<file path="config.mk">
export PLATFORM = sky130hd
export DESIGN_NAME = div_seq_ctrl
export DESIGN_NICKNAME = d
export VERILOG_FILES = /design/src/rtl/div_seq_ctrl.sv
export SDC_FILE = /design/constraint.sdc
export NUM_CORES = 1
export LEC_CHECK = 0
export BUFFER_PORTS_ARGS = -buffer_cell sky130_fd_sc_hd__clkbuf_2
export CORE_ASPECT_RATIO = 0.6
export CORE_MARGIN = 5
export CORE_UTILIZATION = 40
export CTS_BUF_LIST = sky130_fd_sc_hd__clkbuf_2
export DETAILED_ROUTE_END_ITERATION = 8
export MAX_ROUTING_LAYER = met4
export PLACE_DENSITY = 0.62
export SYNTH_ARGS = -nofsm -noshare
export SYNTH_HDL_FRONTEND = slang
export SYNTH_SLANG_ARGS = --single-unit
export TNS_END_PERCENT = 1
</file>
<file path="constraint.sdc">
create_clock -name cpu_clk_50M -period 7.8 [get_ports cpu_clk_50M]
set_clock_uncertainty 0.15 [all_clocks]
set_input_delay 1.56 -clock cpu_clk_50M [delete_from_list [all_inputs] [get_ports cpu_clk_50M]]
set_output_delay 1.56 -clock cpu_clk_50M [all_outputs]
set_load 0.005 [all_outputs]
</file>
<file path="src/rtl/div_seq_ctrl.sv">
// Radix-2 restoring divide sequencer for DIV/DIVU: stalls the pipeline while iterating, then
// pulses div_ready with {remainder,quotient}. Optional fast divide-by-zero path: DIV_ZERO_FAST_EN.
//
// state | meaning
// IDLE  | waiting for div_start; latches magnitudes and signs on start
// ZERO  | divisor was zero: one-cycle shortcut result (DIV_ZERO_FAST_EN only)
// ON    | one quotient bit per cycle, DATA_W iterations
// DONE  | div_ready pulse, fixed-up result visible on div_result
module div_seq_ctrl #(
    parameter int DATA_W = 32,
    parameter int CNT_W  = 6
) (
    input  logic                  cpu_clk_50M,
    input  logic                  cpu_rst,
    input  logic                  div_start,
    input  logic                  div_signed,
    input  logic [DATA_W-1:0]     div_opdata1,
    input  logic [DATA_W-1:0]     div_opdata2,
    input  logic                  flush,
    output logic                  stallreq_div,
    output logic                  div_ready,
    output logic [2*DATA_W-1:0]   div_result
);

`ifdef DIV_ZERO_FAST_EN
    typedef enum logic [1:0] {IDLE = 2'd0, ZERO = 2'd1, ON = 2'd2, DONE = 2'd3} state_t;
`else
    typedef enum logic [1:0] {IDLE = 2'd0, ON = 2'd2, DONE = 2'd3} state_t;
`endif

    localparam logic [CNT_W-1:0] LAST_CNT = CNT_W'(DATA_W - 1);

    state_t state, state_nxt;

    logic [CNT_W-1:0]    cnt;
    logic [DATA_W-1:0]   quo;
    logic [DATA_W-1:0]   rem;
    logic [DATA_W-1:0]   dvs;
    logic                sign1, sign2;
    logic [2*DATA_W-1:0] result;

    logic                load, iterate, finish;
    logic [DATA_W:0]     trial;
    logic [DATA_W-1:0]   quo_step, rem_step;
    logic [DATA_W-1:0]   q_raw, r_raw, q_fix, r_fix;
    logic [DATA_W-1:0]   op1_abs, op2_abs;
    logic                op1_neg, op2_neg;

    assign op1_neg = div_signed & div_opdata1[DATA_W-1];
    assign op2_neg = div_signed & div_opdata2[DATA_W-1];
    assign op1_abs = op1_neg ? -div_opdata1 : div_opdata1;
    assign op2_abs = op2_neg ? -div_opdata2 : div_opdata2;

    always_ff @(posedge cpu_clk_50M) begin
        if (cpu_rst) begin
            state <= IDLE;
        end else begin
            state <= state_nxt;
        end
    end

    always_comb begin
        state_nxt    = state;
        load         = 1'b0;
        iterate      = 1'b0;
        finish       = 1'b0;
        stallreq_div = 1'b0;
        div_ready    = 1'b0;
        case (state)
            IDLE: begin
                if (div_start && !flush) begin
                    stallreq_div = 1'b1;
                    load         = 1'b1;
                    state_nxt    = ON;
`ifdef DIV_ZERO_FAST_EN
                    if (div_opdata2 == '0) begin
                        state_nxt = ZERO;
                    end
`endif
                end
            end
`ifdef DIV_ZERO_FAST_EN
            ZERO: begin
                stallreq_div = 1'b1;
                if (flush) begin
                    state_nxt = IDLE;
                end else begin
                    finish    = 1'b1;
                    state_nxt = DONE;
                end
            end
`endif
            ON: begin
                stallreq_div = 1'b1;
                if (flush) begin
                    state_nxt = IDLE;
                end else begin
                    iterate = 1'b1;
                    if (cnt == LAST_CNT) begin
                        finish    = 1'b1;
                        state_nxt = DONE;
                    end
                end
            end
            DONE: begin
                // start is still high here for the same instruction; never restart from DONE
                div_ready = 1'b1;
                state_nxt = IDLE;
            end
            default: state_nxt = IDLE;
        endcase
    end

    // One restoring step: the dividend shifts out of quo's MSB as quotient bits shift in.
    always_comb begin
        trial = {rem, quo[DATA_W-1]} - {1'b0, dvs};
        if (!trial[DATA_W]) begin
            rem_step = trial[DATA_W-1:0];
            quo_step = {quo[DATA_W-2:0], 1'b1};
        end else begin
            rem_step = {rem[DATA_W-2:0], quo[DATA_W-1]};
            quo_step = {quo[DATA_W-2:0], 1'b0};
        end
    end

    // Outside ON the only finishing state is ZERO, where quo still holds |dividend|.
    always_comb begin
        q_raw = (state == ON) ? quo_step : '1;
        r_raw = (state == ON) ? rem_step : quo;
        q_fix = (sign1 ^ sign2) ? -q_raw : q_raw;
        r_fix = sign1 ? -r_raw : r_raw;
    end

    always_ff @(posedge cpu_clk_50M) begin
        if (cpu_rst) begin
            cnt    <= '0;
            quo    <= '0;
            rem    <= '0;
            dvs    <= '0;
            sign1  <= 1'b0;
            sign2  <= 1'b0;
            result <= '0;
        end else begin
            if (load) begin
                quo   <= op1_abs;
                dvs   <= op2_abs;
                rem   <= '0;
                cnt   <= '0;
                sign1 <= op1_neg;
                sign2 <= op2_neg;
            end else if (iterate) begin
                quo <= quo_step;
                rem <= rem_step;
                cnt <= cnt + CNT_W'(1);
            end
            if (finish) begin
                result <= {r_fix, q_fix};
            end
        end
    end

    assign div_result = result;

endmodule

</file>
==> out/qor.csv, run 1 <==
stage,metric,value,unit
status,status,"complete, no violations",
timing,slew_violations,0,
synthesis,ys_types,82,
worst_setup_path,crit_path_end_kind,flip-flop,
timing,tightest_slew,1.01,ns
synthesis,synth_edf_count,0,
clock_tree,cts.sinks,170,
global_route,gr-usage-met1,38.7,%
global_route,grt_pass1_vias,11510,
clock_tree,cts_buffers,17,
synthesis,synthTopCellsByArea,"dfxtp_1 28%, nand2_1 6.8%, a21oi_1 6.6%, nor2_1 5.9%, xor2_1 4.8%",
clock_tree,cts_setup_buffers,0,
finish,syn_to_final_growth,9.30,%
synthesis,async_reset_ff_share,0,%
synthesis,synthCells,1659,
global_route,gr-total-overflow,0,
clock_tree,path_clk_slew,0.27,ns
global_route,track_usage,25.6,%
floorplanning,die_area,34000,µm²
clock_tree,ctsResizeCount,0,
floorplanning,io_pins,135,
route,wl_per_cell,20.5,µm
worst_setup_path,path_max_fanout,26,
synthesis,synth.most_common_cell,nand2_1,
timing,rsz0062_at_grt,false,
floorplanning,initial_utilization,40.5,%
global_route,busiest_layer,met1,
timing,max-slew-margin-rel,32.8,%
global_route,use_met3,6.95,%
power,p_per_area,168,nW/µm²
synthesis,synth-main-ff-cell,dfxtp_1,
synthesis,syn_nets,1766,
finish,fin_cells,2139,
global_route,antenna_found_initial,0,
timing,finalCritPeriodShare,75.6,%
worst_setup_path,crit_type,reg -> reg,
worst_setup_path,startpoint_type,flip-flop,
run,drv_cap,0,
place,dpl.hpwl,33300,µm
route,routed_via_density,6.01,
clock_tree,clock_latency,0.91,ns
timing,fin_tns_setup,0,ns
floorplanning,row_count,49,
route,vias,12864,
worst_setup_path,crit_required,8.44,ns
clock_tree,cts_root_buffer,clkbuf_2,
synthesis,yosysTopAreaCell,dfxtp_1,
synthesis,ys_seq_elements,170,
clock_tree,clockBufferDepth,2,
finish,layout.nets,1824,
synthesis,ys.warnings.count,0,
timing,fmax,170,MHz
route,antenna_left,0,
route,drc,0,
power,peakVddDrop,0.0000811,V
synthesis,synth_top_area_share,28.1,%
clock_tree,htree_levels,4,
synthesis,syn-cell-area,12100,µm²
timing,finalSetupViolations,0,
floorplanning,die-width,235,µm
clock_tree,cts_hold_buf,0,
route,totalWireLength,43800,µm
synthesis,yosysSeqAreaShare,28.1,%
floorplanning,die_h,145,µm
place,placed_cells,2106,
route,drt_iter0_drc,1542,
worst_hold_path,hp-class,reg -> reg,
clock_tree,cts_tree,yes,
finish,drive_gt1_share,13.4,%
global_route,grt_use_met2,33.8,%
timing,period_minus_slack,5.89,ns
global_route,grt_first_pass_wirelength,66600,µm
synthesis,netlist_top_cells_count,"219 x nand2_1, 189 x nor2_1, 170 x dfxtp_1, 160 x a21oi_1, 87 x clkbuf_1",
place,place.port_buffers,134,
worst_setup_path,critPathArrivalTime,6.54,ns
timing,hold_viol,0,
place,gp_congestion,0.983,
synthesis,syn_area_per_cell,7.31,µm²
floorplanning,core,29900,µm²
power,p_leak,4.87,nW
route,first_pass_iters,5,
global_route,grt_max_degree,83,
-- layout make-up --
class / count / area [µm²]
fillers: 3130 / 16700
multi-input cells: 1319 / 8080
flip-flops and latches: 170 / 3400
repair buffers: 152 / 808
well taps: 408 / 510
inverters: 57 / 214
clock inverters: 15 / 145
clock buffers: 17 / 85.1
diodes: 1 / 2.50
-- cells in the final DEF (no fill, tap or decap), types with 5 or more instances in the layout --
cell,n
nand2_1,219
nor2_1,187
dfxtp_1,170
a21oi_1,160
clkbuf_2,150
o21ai_0,86
a211oi_1,74
xor2_1,66
inv_1,57
nor3_1,54
xnor2_1,51
ha_1,37
a22oi_1,33
or3_1,27
o31ai_1,27
buf_4,19
nand4_1,18
nand3_1,18
nor4_1,17
a311oi_1,16
mux2i_1,13
o21a_1,12
and3_1,12
or4_1,11
a31oi_1,11
o211ai_1,11
nand2b_1,10
and2_1,10
or2_2,10
o41ai_1,10
o31a_1,8
o21ai_1,7
a31o_2,7
nand3b_1,6
inv_8,6
a21o_1,5
inv_6,5
-- layer usage --
| metal | vias up | wire length (µm) |
|---|---|---|
| met4 | 0 | 544 |
| met3 | 39 | 4800 |
| met1 | 6134 | 21500 |
| met2 | 568 | 16900 |
| met5 | - | 0 |
| li1 | 6123 | - |
-- state kept, by name (all words and copies together) (netlist names) --
name	cells
rem	32
cnt	6
state	2
sign1	1
sign2	1
quo	32
dvs	32
div_result	64
-- stage by stage --
stage | utilization, % | area, µm² | hold slack (ns) | setup slack (ns) | power (mW)
2_1_floorplan | - | 12100 | 0.282 | 2.42 | 1.48
3_3_place_gp | 43.5 | 13000 | 0.291 | 2.12 | 1.71
3_5_place_dp | 43.5 | 13000 | 0.296 | 2.04 | 1.71
4_1_cts | 44.3 | 13200 | 0.324 | 1.95 | 2.21
5_1_grt | 44.3 | 13200 | 0.342 | 1.48 | 2.34
6_report | 44.3 | 13300 | 0.321 | 1.91 | 2.22
-- cell families (layout without fill, tap and decap cells) --
| group | count (synthesis) | count (layout) | share of synthesized area [%] |
|---|---|---|---|
| AO/OA/AOI/OAI | 517 | 517 | 28.3 |
| XOR/XNOR | 117 | 117 | 8.45 |
| flip-flops | 170 | 170 | 28.1 |
| buffers and inverters | 170 | 241 | 5.51 |
| other | 0 | 1 | 0 |
| AND/OR/NAND/NOR | 631 | 631 | 24.3 |
| adder cells (fa/ha/maj) | 38 | 38 | 3.98 |
| multiplexers | 16 | 16 | 1.35 |
-- power breakdown --
group,switching [mW],internal [mW]
registers,0.0389,0.899
clock network,0.388,0.106
logic,0.525,0.266
-- worst max-delay path, stage by stage (launching register included) --
cell      delay [ns]
dfxtp_1         0.44
inv_1           0.08
ha_1            0.18
fa_1            0.27
nor2b_4         0.07
o31a_4          0.32
o21ai_4         0.30
a21oi_4         0.13
nor4_4          0.58
nor2_2          0.10
buf_4           0.27
nor2_1          0.17
ha_1            0.21
or4b_1          0.53
or4_1           0.46
nor3_1          0.26
nand2_1         0.14
or3_1           0.40
o21a_1          0.24
a21oi_1         0.16
xnor2_1         0.09
a211oi_1        0.25
-- path summary, 6_finish.rpt --
kind / cells after the start / slack (ns) / from / to
max reg2reg: 21 / 1.91 / quo[31] / div_result[28]
max: 21 / 1.91 / quo[31] / div_result[28]
min: 2 / 0.32 / div_result[22] / div_result[22]
min reg2reg: 2 / 0.32 / div_result[22] / div_result[22]
Power figures use the tool's default switching activity.
==> inputs of run 2 (changes only) <==
==> constraint.sdc (replaced) <==
create_clock -name cpu_clk_50M -period 5.8 [get_ports cpu_clk_50M]
set_clock_uncertainty 0.15 [all_clocks]
set_input_delay 1.16 -clock cpu_clk_50M [delete_from_list [all_inputs] [get_ports cpu_clk_50M]]
set_output_delay 1.16 -clock cpu_clk_50M [all_outputs]
set_load 0.005 [all_outputs]
==> out/qor.csv, run 2 (synthesis results as in run 1) <==
stage,metric,value,unit,change
global_route,track_usage,26.0,%,+0.39 points
floorplanning,core,29900,µm²,unchanged
floorplanning,die-width,235,µm,unchanged
route,first_pass_iters,5,,unchanged
worst_setup_path,crit_required,6.39,ns,-2.05 ns
status,status,"complete, no violations",,
timing,finalCritPeriodShare,93.6,%,+18 points
worst_setup_path,crit_path_end_kind,flip-flop,,
timing,finalSetupViolations,0,,unchanged
finish,layout.nets,1839,,+0.82%
global_route,antenna_found_initial,0,,unchanged
worst_setup_path,path_max_fanout,9,,-65%
place,dpl.hpwl,33700,µm,+1.4%
floorplanning,io_pins,135,,unchanged
floorplanning,die_area,34000,µm²,unchanged
worst_setup_path,startpoint_type,flip-flop,,
worst_setup_path,crit_type,reg -> reg,,
finish,n_fill_cell,3111,,-0.61%
timing,hold_viol,0,,unchanged
worst_setup_path,r2r-start,dvs[23],,
global_route,grt_first_pass_wirelength,67600,µm,+1.4%
global_route,grt_max_degree,97,,+17%
timing,rsz0062_at_grt,false,,
route,wl_per_cell,20.5,µm,about the same
global_route,use_met3,8.09,%,+1.1 points
global_route,grt_use_met2,33.8,%,+0.046 points
power,p_leak,4.98,nW,+2.2%
finish,antenna_cells,0,,-1
clock_tree,clockBufferDepth,2,,unchanged
place,placedInstanceArea,13200,µm²,+1.1%
place,gp_congestion,0.988,,+0.57%
clock_tree,ctsResizeCount,0,,unchanged
power,power.total,3.17,mW,+43%
clock_tree,cts_tree,yes,,
clock_tree,cts_hold_buf,0,,unchanged
worst_hold_path,hp-class,reg -> reg,,
finish,final_cell_mix,"219 x nand2_1, 187 x nor2_1, 170 x dfxtp_1",,
route,routed_via_density,5.93,,-1.4%
global_route,busiest_layer,met1,,
timing,period_minus_slack,5.43,ns,-0.464 ns
route,drc,0,,unchanged
worst_setup_path,worstSetupStartpoint,dvs[23],,
floorplanning,die_h,145,µm,unchanged
place,placed_cells,2121,,+0.71%
clock_tree,cts.sinks,170,,unchanged
clock_tree,path_clk_slew,0.28,ns,about the same
clock_tree,cts_setup_buffers,0,,unchanged
route,totalWireLength,44000,µm,+0.58%
finish,final_common_cell,nand2_1,,
worst_hold_path,worstHoldStart,div_result[5],,
floorplanning,initial_utilization,40.5,%,unchanged
route,vias,12762,,-0.79%
finish,drive_gt1_share,14.1,%,+0.69 points
clock_tree,cts_buffers,17,,unchanged
floorplanning,row_count,49,,unchanged
timing,tightest_slew,1.15,ns,+0.147 ns
timing,fin_tns_setup,0,ns,unchanged
timing,slew_violations,0,,unchanged
place,place.port_buffers,134,,unchanged
timing,fmax,184,MHz,+8.5%
route,drt_iter0_drc,1341,,-13%
global_route,gr-total-overflow,0,,unchanged
finish,fin_cells,2153,,+0.65%
clock_tree,clock_latency,0.89,ns,-0.02 ns
global_route,grt_pass1_vias,11660,,+1.3%
clock_tree,htree_levels,4,,unchanged
global_route,gr-usage-met1,38.9,%,+0.18 points
power,peakVddDrop,0.000103,V,+27%
finish,syn_to_final_growth,11.1,%,
power,p_per_area,236,nW/µm²,+40%
clock_tree,cts_root_buffer,clkbuf_2,,
route,antenna_left,0,,unchanged
finish,final_cell_area,13500,µm²,+1.6%
finish,largest_register_ffs,64,,unchanged
timing,max-slew-margin-rel,22.7,%,-10 points
worst_setup_path,critPathArrivalTime,6.02,ns,-0.52 ns
run,drv_cap,0,,unchanged
run 2: cell types whose count changed in the layout (fill, tap and decap cells not counted):
cell,previous run,this run
buf_12,0,2
buf_4,19,32
bufinv_16,0,5
clkbuf_2,150,151
clkinv_1,0,1
clkinv_2,0,1
clkinv_4,3,4
diode_2,1,0
inv_6,5,2
inv_8,6,0
run 2: final timing paths:
check / endpoint / slack (ns) / cells after the start
setup / recovery: div_result[26] / 0.37 / 20
hold / removal: div_result[5] / 0.32 / 2
setup reg to reg: div_result[26] / 0.37 / 20
hold reg to reg: div_result[5] / 0.32 / 2
run 2: report_power, final:
group | switching [mW] | leakage, nW | internal (mW)
clock | 0.477 | 0.177 | 0.332
sequential | 0.0527 | 1.38 | 1.21
combinational | 0.721 | 3.42 | 0.380
run 2: cell type report:
cell class / instances / area (µm²) / share of cell area (%)
clock buffers: 18 / 90.1 / 0.669
clock inverters: 14 / 219 / 1.63
inverters: 57 / 214 / 1.59
multi-input cells: 1319 / 8080 / 60.0
flip-flops and latches: 170 / 3400 / 25.3
well taps: 408 / 510 / 3.79
repair buffers: 167 / 946 / 7.03
run 2: critical path, cell delays in order, from the launching register on:
cell and delay [ns]:
dfxtp_1 0.39, inv_1 0.04, ha_1 0.43, nand2_1 0.20
nor4_1 0.44, o2111ai_1 0.26, a21o_1 0.25, a31oi_2 0.17
nor2_2 0.07, nor2_1 0.14, ha_1 0.23, or4b_1 0.55
or4_1 0.47, nor3_1 0.30, nand2_1 0.14, or3_1 0.40
o21a_1 0.24, a21oi_1 0.13, nor3_1 0.06, nor3_1 0.18
nor3_1 0.06
run 2: per-stage QoR:
step	hold slack [ns]	worst slack, ns	util, %
2_1_floorplan	0.282	0.417	-
3_3_place_gp	0.291	0.687	44.0
3_5_place_dp	0.292	0.538	44.0
4_1_cts	0.308	0.452	45.0
5_1_grt	0.335	0.0720	45.0
6_report	0.319	0.370	45.0
run 2: routing by layer:
layer,share of wire (%),vias up
met4,1.2,0
li1,-,6139
met5,0,-
met2,38,515
met1,50,6077
met3,11,31
==> inputs of run 3 (changes only) <==
--- a/config.mk
+++ b/config.mk
@@ -5,6 +5,7 @@
 export SDC_FILE = /design/constraint.sdc
 export NUM_CORES = 1
 export LEC_CHECK = 0
+export ABC_AREA = 1
 export BUFFER_PORTS_ARGS = -buffer_cell sky130_fd_sc_hd__clkbuf_2
 export CORE_ASPECT_RATIO = 0.6
 export CORE_MARGIN = 5
==> out/qor.csv, run 3 <==
stage,metric,value,unit,change
finish,final_cell_mix,"628 x nand2_1, 350 x inv_1, 261 x nor2_1",,
clock_tree,cts_root_buffer,clkbuf_2,,
global_route,gr-total-overflow,0,,unchanged
timing,layout_setup_ws,0.897,ns,+0.528 ns
finish,layout.nets,2430,,+32%
clock_tree,clockBufferDepth,2,,unchanged
route,routed_via_density,5.38,,-9.2%
finish,n_fill_cell,3568,,+15%
worst_hold_path,hp-class,reg -> reg,,
worst_setup_path,crit_type,reg -> reg,,
clock_tree,cts.sinks,170,,unchanged
timing,rsz0062_at_grt,false,,
clock_tree,clock_latency,0.88,ns,about the same
synthesis,synthMuxAreaShare,0,%,-1.4 points
synthesis,netlist_top_cells_count,"628 x nand2_1, 350 x inv_1, 265 x nor2_1, 174 x nand3_1, 170 x dfxtp_1",,
place,place.port_buffers,134,,unchanged
floorplanning,die_area,36700,µm²,+7.8%
synthesis,yosysTopAreaCell,dfxtp_1,,
clock_tree,htree_levels,4,,unchanged
timing,fin_tns_setup,0,ns,unchanged
timing,finalCritPeriodShare,84.5,%,-9.1 points
finish,drive_gt1_share,9.85,%,-4.2 points
global_route,grt_first_pass_wirelength,77200,µm,+14%
synthesis,yosys.area_share.simple,38.0,%,+14 points
clock_tree,cts_tree,yes,,
route,antenna_left,0,,unchanged
global_route,grt_pass1_vias,13290,,+14%
finish,final_common_cell,nand2_1,,
floorplanning,die-width,244,µm,+3.9%
timing,slew_violations,0,,unchanged
timing,max-slew-margin-rel,36.7,%,+14 points
synthesis,ys_seq_elements,170,,unchanged
synthesis,synthCells,2238,,+35%
floorplanning,initial_utilization,40.5,%,about the same
floorplanning,core,32400,µm²,+8.3%
power,peakVddDrop,0.000113,V,+9.9%
finish,multiInputGateArea,8040,µm²,-0.48%
synthesis,synth-compound-area-share,16.4,%,-12 points
run,drv_cap,0,,unchanged
synthesis,synth_edf_count,0,,unchanged
place,place_ws,1.00,ns,+0.466 ns
timing,hold_viol,0,,unchanged
route,drc,0,,unchanged
route,totalWireLength,51200,µm,+16%
route,drt_iter0_drc,1284,,-4.3%
floorplanning,io_pins,135,,unchanged
status,status,"complete, no violations",,
clock_tree,cts_setup_buffers,0,,unchanged
worst_setup_path,critPathArrivalTime,5.51,ns,-0.51 ns
worst_setup_path,crit_path_end_kind,flip-flop,,
floorplanning,die_h,150,µm,+3.8%
timing,period_minus_slack,4.90,ns,-0.528 ns
clock_tree,path_clk_slew,0.29,ns,about the same
global_route,antenna_found_initial,1,,+1
route,vias,14854,,+16%
power,p_leak,7.46,nW,+50%
worst_setup_path,crit_required,6.40,ns,about the same
clock_tree,cts_hold_buf,0,,unchanged
synthesis,ys.warnings.count,0,,unchanged
timing,finalSetupViolations,0,,unchanged
place,dpl.hpwl,41000,µm,+22%
route,first_pass_iters,5,,unchanged
route,wl_per_cell,18.5,µm,-9.4%
synthesis,synthAdderAreaFrac,3.68,%,-0.30 points
synthesis,syn_nets,2345,,+33%
synthesis,ys_types,54,,-34%
power,p_per_area,221,nW/µm²,-6.1%
floorplanning,row_count,51,,+4.1%
timing,tightest_slew,0.941,ns,-0.213 ns
worst_setup_path,startpoint_type,flip-flop,,
synthesis,synth_xor_area_share,3.14,%,-5.3 points
synthesis,async_reset_ff_share,0,%,unchanged
synthesis,synth.most_common_cell,nand2_1,,
synthesis,synth-main-ff-cell,dfxtp_1,,
synthesis,synth_top_family_by_area,simple AND/OR/NAND/NOR gates,,
global_route,grt_max_degree,78,,-20%
timing,fmax,204,MHz,+11%
clock_tree,cts_buffers,17,,unchanged
synthesis,syn_area_per_cell,5.86,µm²,-20%
synthesis,synthTopCellsByArea,"dfxtp_1 26%, nand2_1 18%, inv_1 10%, nor2_1 7.6%, nand3_1 6.6%",,
finish,syn_to_final_growth,9.48,%,
synthesis,syn-cell-area,13100,µm²,+8.3%
place,gp_congestion,1.01,,+1.9%
finish,largest_register_ffs,64,,unchanged
synthesis,yosysSeqAreaShare,25.9,%,-2.1 points
worst_setup_path,path_max_fanout,42,,+33
global_route,track_usage,28.2,%,+2.2 points
finish,final-seq-area,3400,µm²,unchanged
synthesis,synth_top_area_share,25.9,%,-2.1 points
clock_tree,ctsResizeCount,0,,unchanged
## run 3: cell types whose count changed in the layout (fill, tap and decap cells not counted), moves of 57 or more
cell,previous run,this run
a211oi_1,74,1
a21oi_1,160,103
inv_1,57,350
nand2_1,219,628
nand3_1,18,174
nor2_1,187,261
## run 3: final timing paths
check / startpoint / end / slack [ns] / cells after the start
max: quo[31] / div_result[26] / 0.90 / 27
min: cnt[5] / cnt[5] / 0.35 / 2
max reg2reg: quo[31] / div_result[26] / 0.90 / 27
min reg2reg: cnt[5] / cnt[5] / 0.35 / 2
## run 3: kinds of logic (layout without fill, tap and decap cells)
group | Yosys count | count (layout)
other | 0 | 2
DFF | 170 | 170
AOI/OAI and AO/OA | 361 | 361
buffers and inverters | 442 | 539
and+or+nand+nor | 1180 | 1180
adders and majority gates | 38 | 38
xor gates and xnor gates | 47 | 47
## run 3: layer usage
metal | up-vias | track usage, % | part of all wire (%)
met4 | 0 | 4.90 | 1.3
met2 | 665 | 35.7 | 37
met1 | 6798 | 42.9 | 50
li1 | 7347 | - | -
met5 | - | - | 0
met3 | 44 | 9.39 | 12
## run 3: metrics by stage
step | hold slack [ns] | instance area [µm²] | util, % | std cells | total power, mW
6_report | 0.346 | 14400 | 44.3 | 2761 | 3.18
5_1_grt | 0.319 | 14400 | 44.3 | 2761 | 3.38
4_1_cts | 0.312 | 14400 | 44.3 | 2759 | 3.16
3_5_place_dp | 0.309 | 14100 | 43.6 | 2728 | 2.48
3_3_place_gp | 0.298 | 14100 | 43.6 | 2728 | 2.48
2_1_floorplan | 0.282 | 13100 | - | 2238 | 2.12
## run 3: final cells by class
type | instances | share of cell area [%]
repair buffers | 150 | 5.59
clock inverters | 14 | 1.09
diodes | 2 | 0.0348
flip-flops and latches | 170 | 23.7
well taps | 424 | 3.69
inverters | 358 | 9.35
multi-input cells | 1626 | 56.0
clock buffers | 17 | 0.592
## run 3: where the power goes
| part | internal, mW | switching, mW | leakage (nW) | total, mW |
|---|---|---|---|---|
| sequential | 1.21 | 0.0463 | 1.38 | 1.26 |
| combinational | 0.353 | 0.883 | 5.94 | 1.24 |
| clock | 0.173 | 0.514 | 0.138 | 0.686 |
| total | 1.74 | 1.44 | 7.46 | 3.18 |
## run 3: worst max-delay path, cell delays in order, from the launching register on
cell and delay, ns:
dfxtp_1 0.39, inv_1 0.08, ha_1 0.28, fa_1 0.43, inv_1 0.09, nand2_1 0.05
nand2_1 0.07, nand3_1 0.06, nand2_1 0.12, nand2_1 0.06, nand2_1 0.16, nand2_4 0.10
nand3_4 0.15, nand2_8 0.20, nor2_1 0.25, ha_1 0.21, nand2_1 0.06, nor2_1 0.14
nand4_1 0.12, nor4_1 0.35, nand2_1 0.13, nor2_1 0.24, nand3_1 0.15, nand2_1 0.14
o211ai_1 0.17, a21oi_1 0.20, xor2_1 0.16, a21oi_1 0.07
